`src/rtl/atb_pkg.sv`:
```
// Shared definitions for the ATB protocol checker: rule bit positions,
// the reserved trace-ID test and the flush tracker state encoding.
package atb_pkg;

    localparam int RULE_ILLEGAL_ID     = 0;
    localparam int RULE_VALID_DROP     = 1;
    localparam int RULE_PAYLOAD_CHANGE = 2;
    localparam int RULE_BYTES_RANGE    = 3;
    localparam int RULE_FLUSH_DROP     = 4;
    localparam int RULE_AFREADY_NO_REQ = 5;
    localparam int RULE_FLUSH_TMO      = 6;
    localparam int RULE_NO_WAKEUP      = 7;
    localparam int NUM_RULES           = 8;

    typedef enum logic [1:0] {
        IDLE,
        WAIT,
        DONE
    } flush_state_e;

    // IDs 0x00, 0x70-0x7C, 0x7E and 0x7F are reserved by the ATB protocol
    function automatic logic atb_id_reserved(input logic [6:0] id);
        return (id == 7'h00) || ((id >= 7'h70) && (id <= 7'h7C)) || (id >= 7'h7E);
    endfunction

endpackage

```
`src/rtl/atb_flush_tracker.sv`:
```
// Flush handshake tracker: follows afvalid/afready and raises a one-shot
// timeout when a flush request waits FLUSH_TMO enabled cycles unanswered.
module atb_flush_tracker
    import atb_pkg::*;
#(
    parameter int FLUSH_TMO = 256
) (
    input  logic i_clk,
    input  logic i_rst,
    input  logic i_clken,
    input  logic i_afvalid,
    input  logic i_afready,
    output logic o_tmoPulse,
    output logic o_busy
);

    localparam int TW = $clog2(FLUSH_TMO + 1);
    localparam logic [TW-1:0] TMO_MAX = TW'(FLUSH_TMO);

    flush_state_e  r_state;
    flush_state_e  w_nextState;
    logic [TW-1:0] r_timer;
    logic [TW-1:0] w_nextTimer;
    logic          w_tmo;

    // The timer saturates at TMO_MAX so the timeout fires exactly once per wait
    always_comb begin
        w_nextState = r_state;
        w_nextTimer = r_timer;
        w_tmo       = 1'b0;
        case (r_state)
            IDLE: begin
                if (i_afvalid && i_afready) begin
                    w_nextState = DONE;
                end else if (i_afvalid) begin
                    w_nextState = WAIT;
                    w_nextTimer = TW'(1);
                    w_tmo       = (TMO_MAX == TW'(1));
                end
            end
            WAIT: begin
                if (!i_afvalid) begin
                    w_nextState = IDLE;
                    w_nextTimer = '0;
                end else if (i_afready) begin
                    w_nextState = DONE;
                    w_nextTimer = '0;
                end else if (r_timer != TMO_MAX) begin
                    w_nextTimer = r_timer + TW'(1);
                    w_tmo       = ((r_timer + TW'(1)) == TMO_MAX);
                end
            end
            DONE: begin
                w_nextState = IDLE;
                w_nextTimer = '0;
            end
            default: begin
                w_nextState = IDLE;
                w_nextTimer = '0;
            end
        endcase
    end

    always_ff @(posedge i_clk or posedge i_rst) begin
        if (i_rst) begin
            r_state <= IDLE;
            r_timer <= '0;
        end else if (i_clken) begin
            r_state <= w_nextState;
            r_timer <= w_nextTimer;
        end
    end

    assign o_tmoPulse = w_tmo;
    assign o_busy     = (r_state != IDLE);

endmodule

```
`config.mk`:
```
export PLATFORM = sky130hd
export DESIGN_NAME = atb_flush_tracker
export DESIGN_NICKNAME = d
export VERILOG_FILES = /design/src/rtl/atb_pkg.sv /design/src/rtl/atb_flush_tracker.sv
export SDC_FILE = /design/constraint.sdc
export NUM_CORES = 1
export LEC_CHECK = 0
export CORE_MARGIN = 8
export CORE_UTILIZATION = 58
export CTS_BUF_LIST = sky130_fd_sc_hd__clkbuf_8
export DETAILED_ROUTE_END_ITERATION = 8
export GPL_TIMING_DRIVEN = 0
export PLACE_DENSITY = 0.8
export REMOVE_ABC_BUFFERS = 1
export SETUP_SLACK_MARGIN = 0.15
export SLEW_MARGIN = 40
export SYNTH_ARGS = -nofsm -noshare
export SYNTH_HDL_FRONTEND = slang
export SYNTH_SLANG_ARGS = --single-unit
```
`constraint.sdc`:
```
create_clock -name i_clk -period 2.25 [get_ports i_clk]
set_input_delay 0.45 -clock i_clk [delete_from_list [all_inputs] [get_ports i_clk]]
set_output_delay 0.45 -clock i_clk [all_outputs]
set_load 0.1 [all_outputs]
```
# ---- Yosys cells after proc, flatten, opt, wreduce, memory -nomap -nowiden
# Index checks and enable logic that the tools add are counted.
# Widths: inputs -> output; s select.
dict set report op_classes {
  add_sub_neg 1
  eq_ne 8
  mux 15
  n_reduce_logical 5
}
# cell n
set ops {}
lappend ops {{$mux 9} 5}
lappend ops {{$pmux 9 s2} 1}
lappend ops {{$add 9x1->9 const B} 1}
lappend ops {{$eq 9x9->1 const B} 1}
lappend ops {{$ne 9x9->1 const B} 1}
lappend ops {{$mux 2} 4}
lappend ops {{$ne 3x3->1 const B} 2}
lappend ops {{$mux 1} 4}
lappend ops {{$ne 2x2->1 const B} 2}
lappend ops {{$ne 4x4->1 const B} 1}
lappend ops {{$pmux 2 s2} 1}
lappend ops {{$reduce_and 4->1} 1}
lappend ops {{$reduce_and 3->1} 1}
lappend ops {{$eq 2x1->1 const B} 1}
lappend ops {{$logic_not 2->1} 1}
lappend ops {{$reduce_bool 2->1} 1}
lappend ops {{$logic_and 1x1->1} 1}
dict set report totals {
  register_bits 11
  input_bits 5
  output_inout_bits 2
  wordCells 31
}

# ---- Logic depth before layout (Yosys ltp)
dict set report depth {
  depth_word 6
  ltp_mapped 7
  mapped_depth_nobuf 6
}

# ---- Least setup slack after synthesis
# OpenSTA, ideal clock, no wires.
dict set report synth_timing {
  path_kind {reg-to-output}
  start {reg r_timer[1]}
  end {out o_tmoPulse}
  arrival_time_ns 2.775
  required_ns 1.800
  path_slack_ns -0.975
  stages_incl_launch_ff 7
  n_path_buf 1
  path_cell_list {dfrtp_1 -> ha_1 -> clkbuf_1 -> xnor2_1 -> nand2_1 -> or4b_1 -> a211oi_2}
}
dict set report synth_via {
  elab_chain_cells 6
  elab_cells_between_ends 7
  classes_between {add/sub: 1; eq/ne: 2; mux: 4}
}
# element line_no
set synth_rtl {}
lappend synth_rtl {{from (decl)} atb_flush_tracker.sv:22} ;# logic [TW-1:0] r_timer;
lappend synth_rtl {{from (signal assigned)} atb_flush_tracker.sv:70} ;# r_timer <= w_nextTimer;
lappend synth_rtl {{$add 9x1->9} atb_flush_tracker.sv:50} ;# w_tmo = ((r_timer + TW'(1)) == TMO_MAX);
lappend synth_rtl {{$eq 9x9->1} atb_flush_tracker.sv:50}
lappend synth_rtl {{$mux 1 *} atb_flush_tracker.sv:48} ;# end else if (r_timer != TMO_MAX) begin
lappend synth_rtl {{$mux 1 *} atb_flush_tracker.sv:45} ;# end else if (i_afready) begin
lappend synth_rtl {{$mux 1 *} atb_flush_tracker.sv:42} ;# if (!i_afvalid) begin
lappend synth_rtl {{$mux 1 *} -}
lappend synth_rtl {{to (decl)} atb_flush_tracker.sv:13} ;# output logic o_tmoPulse,
# Every way passes the cells marked *; elsewhere a longest branch is shown, timed or not.

# ---- Final worst setup path
dict set report layout_timing {
  start {reg r_timer[2]}
  end {out o_tmoPulse}
}
# The elaborated chain is that of the path after synthesis.

==> run metrics <==
status finished with violations; failing checks negative setup slack; register area share after synthesis 0.350; share of the synthesized area in the top cell type 0.350; share of cells above drive strength 1 0.277; PD cells about 550 mW/mm^2; multi-input logic area 533 um^2; Post-synth top cells dfrtp_1 (11), a31oi_1 (7), nand2_1 (6); Reg area 279 um^2; area delta synth->final 25.6%; most common cell in the synthesized netlist dfrtp_1; router iterations before antenna repair 4; overall power 541 uW; crit end category primary output; CP delay by family, top simple AND/OR/NAND/NOR gates; maximum clock frequency 392 MHz; Seq pwr share 0.429; gr ovfl total 0; FP Rows 13; P_sw about 160 uW; 1st-iter DRT viols 42; Critical path buffers and inverters 1; hpwl dp around 1300 um; Comb power frac 0.204; routed wire length 1870 um; Vias/cell ~6.4; post-route ant nets 0; RSZ-0062 raised after global routing true; CP max-delay cell or4b_4; max capacitance violation total 0; final count of hold timing violations 0; area leader, netlist dfrtp_1; DR vias 697; n_diodes 0; initial core utilization 0.611; initial antenna violation count 0; Pint 381 uW; CP startpoint kind flip-flop; WP data arrival 2.10 ns; Post-synth EDFFs 0; Syn. warnings 0; Crit Path Class flip-flop to primary output; CTS buffer count 3; fill count 89; Hold WC Path Type input port to asynchronous set/reset pin; worst vdd ir roughly 360 uV; Switching Share 0.296; Final Skew a little over 0.002 ns; Worst Tran Pin Value 0.626 ns; ranking of synthesized cells by area dfrtp_1 (35%), a31oi_1 (5.6%), ha_1 (4.8%); worst skew pair latency around 0.24 ns; Lkg Pwr 0.000392 uW; Ports 7; die height 52.8 um; Worst Setup Slack, final -0.298 ns; width of the die roughly 53 um; max_slew headroom 0.579; Core Region 0.00128 mm^2; Final setup viols 1; clock root buffer clkbuf_8; synthesized flop and latch total 11; TritonCTS clock tree built; wire per inst 17.1 um; full die area 0.00279 mm^2; Netlist cell types 39; first-pass GRT wire length approximately 3100 um; H-Tree Level Count 1; min cycle time layout 2.55 ns; clk slew on worst S/H paths 0.05 ns; CP Cell Sequence and3_2, a31oi_1, or4b_4, a211oi_4, buf_12; WP depth 5; clock power share 0.367; Residual DRC 0; Max Transition Viols Final 0; clk sinks 11; Total GRT Usage 0.152; final-stage net count a little over 100; routability cong. roughly 0.8; ys async rst share 1.00; mapped cell area 786 um^2; CTS Hold Bufs 0; Final Core Density 0.768; largest net degree at the start of global routing 15; Mapped Avg Cell Area 9.14 um^2; Tcrit/Tclk final 1.13; Post-Syn Instances 86; ys flop type dfrtp_1; WP data required 1.80 ns; reg2reg path depth 4; Worst path max stage delay 0.52 ns; number of global-route vias before repair ~670; Longest Clk Path Bufs 2; crit path max fanout 9; Buffers on Ports 6
state kept, by name, indices dropped and copies added (netlist names):
signal   cells
r_state      2
r_timer      9
through the flow:
step           instance area, um^2  TNS, ns  hold slack (ns)  std cells  setup WS [ns]
2_1_floorplan                  742   -0.900            0.302         80         -0.900
3_5_place_dp                   816   -0.953            0.550        101         -0.667
4_1_cts                        980   -0.279            0.522        109         -0.279
6_report                       987   -0.298            0.506        109         -0.298
3_3_place_gp                   821    -4.73            0.548        101          -1.27
5_1_grt                        987   -0.377            0.550        109         -0.377
cell usage in the layout, fill, tap and decap left out, types with 2 or more instances in the layout:
master,n
a211oi_4,2
a21oi_1,4
a22o_1,3
a31oi_1,7
and3_1,2
buf_4,4
clkbuf_8,3
clkdlybuf4s50_1,2
dfrtp_1,8
dfrtp_2,3
dlygate4sd2_1,2
inv_1,5
nand2_1,6
nand3_1,2
nand4_1,2
nor2_1,3
nor2b_1,2
o21a_1,2
o21ai_0,3
xor2_1,2
per-layer routing:
layer,part of all wire,global-route usage,up-vias
met5,0,0,-
met4,0.014,0.0647,0
met3,0.046,0.0341,5
met2,0.52,0.260,21
met1,0.42,0.174,335
li1,-,-,336
final cells by class:
cell class                 count  area share
multi-input combinational     64       0.540
tap                           15      0.0190
timing repair buffer          10      0.0938
clock inverter                 1     0.00380
clock buffer                   3      0.0418
sequential                    11       0.283
inverter                       5      0.0190
worst reg2reg max path: stages, from the launching register on:
cell,delay (ns)
dfrtp_1,0.50
nor4_1,0.62
nand2_1,0.14
o21ai_1,0.28
mux2_2,0.37
kinds of logic (layout without fill, tap and decap cells):
group | Yosys count | count (layout) | share of synthesized area
XOR/XNOR | 4 | 4 | 0.0446
AO/OA/AOI/OAI | 28 | 28 | 0.252
buffers and inverters | 11 | 19 | 0.0796
multiplexers | 1 | 1 | 0.0143
adder cells (fa/ha/maj) | 3 | 3 | 0.0478
AND/OR/NAND/NOR | 28 | 28 | 0.212
flip-flops | 11 | 11 | 0.350
path summary, 6_finish.rpt:
path	from	endpoint	slack, ns
worst max-delay path	r_timer[2]$_DFFE_PP0P_	o_tmoPulse	-0.30
worst min-delay path	i_rst	r_timer[8]$_DFFE_PP0P_	0.51
worst max register to register	r_timer[4]$_DFFE_PP0P_	r_timer[0]$_DFFE_PP0P_	0.22
worst min register to register	r_timer[6]$_DFFE_PP0P_	r_timer[6]$_DFFE_PP0P_	0.60
max in group asynchronous	i_rst	r_timer[2]$_DFFE_PP0P_	1.42
min in group i_clk	r_timer[6]$_DFFE_PP0P_	r_timer[6]$_DFFE_PP0P_	0.60
power groups by stage:
stage,logic (uW),clock network [uW],registers (uW)
2_1_floorplan,64.4,0,224
3_3_place_gp,86.0,0,227
3_5_place_dp,88.9,0,228
4_1_cts,112,198,232
5_1_grt,122,211,235
6_report,110,198,233
what timing repair did:
action / 4_1_cts / 5_1_grt
gates resized for setup: 21 / 0
setup endpoints to repair: 3 / 2
pin swaps: 6 / 0
setup buffers: 4 / 0
hold endpoints to repair: 0 / 0
Note: power is estimated with default switching activity, not from simulation.
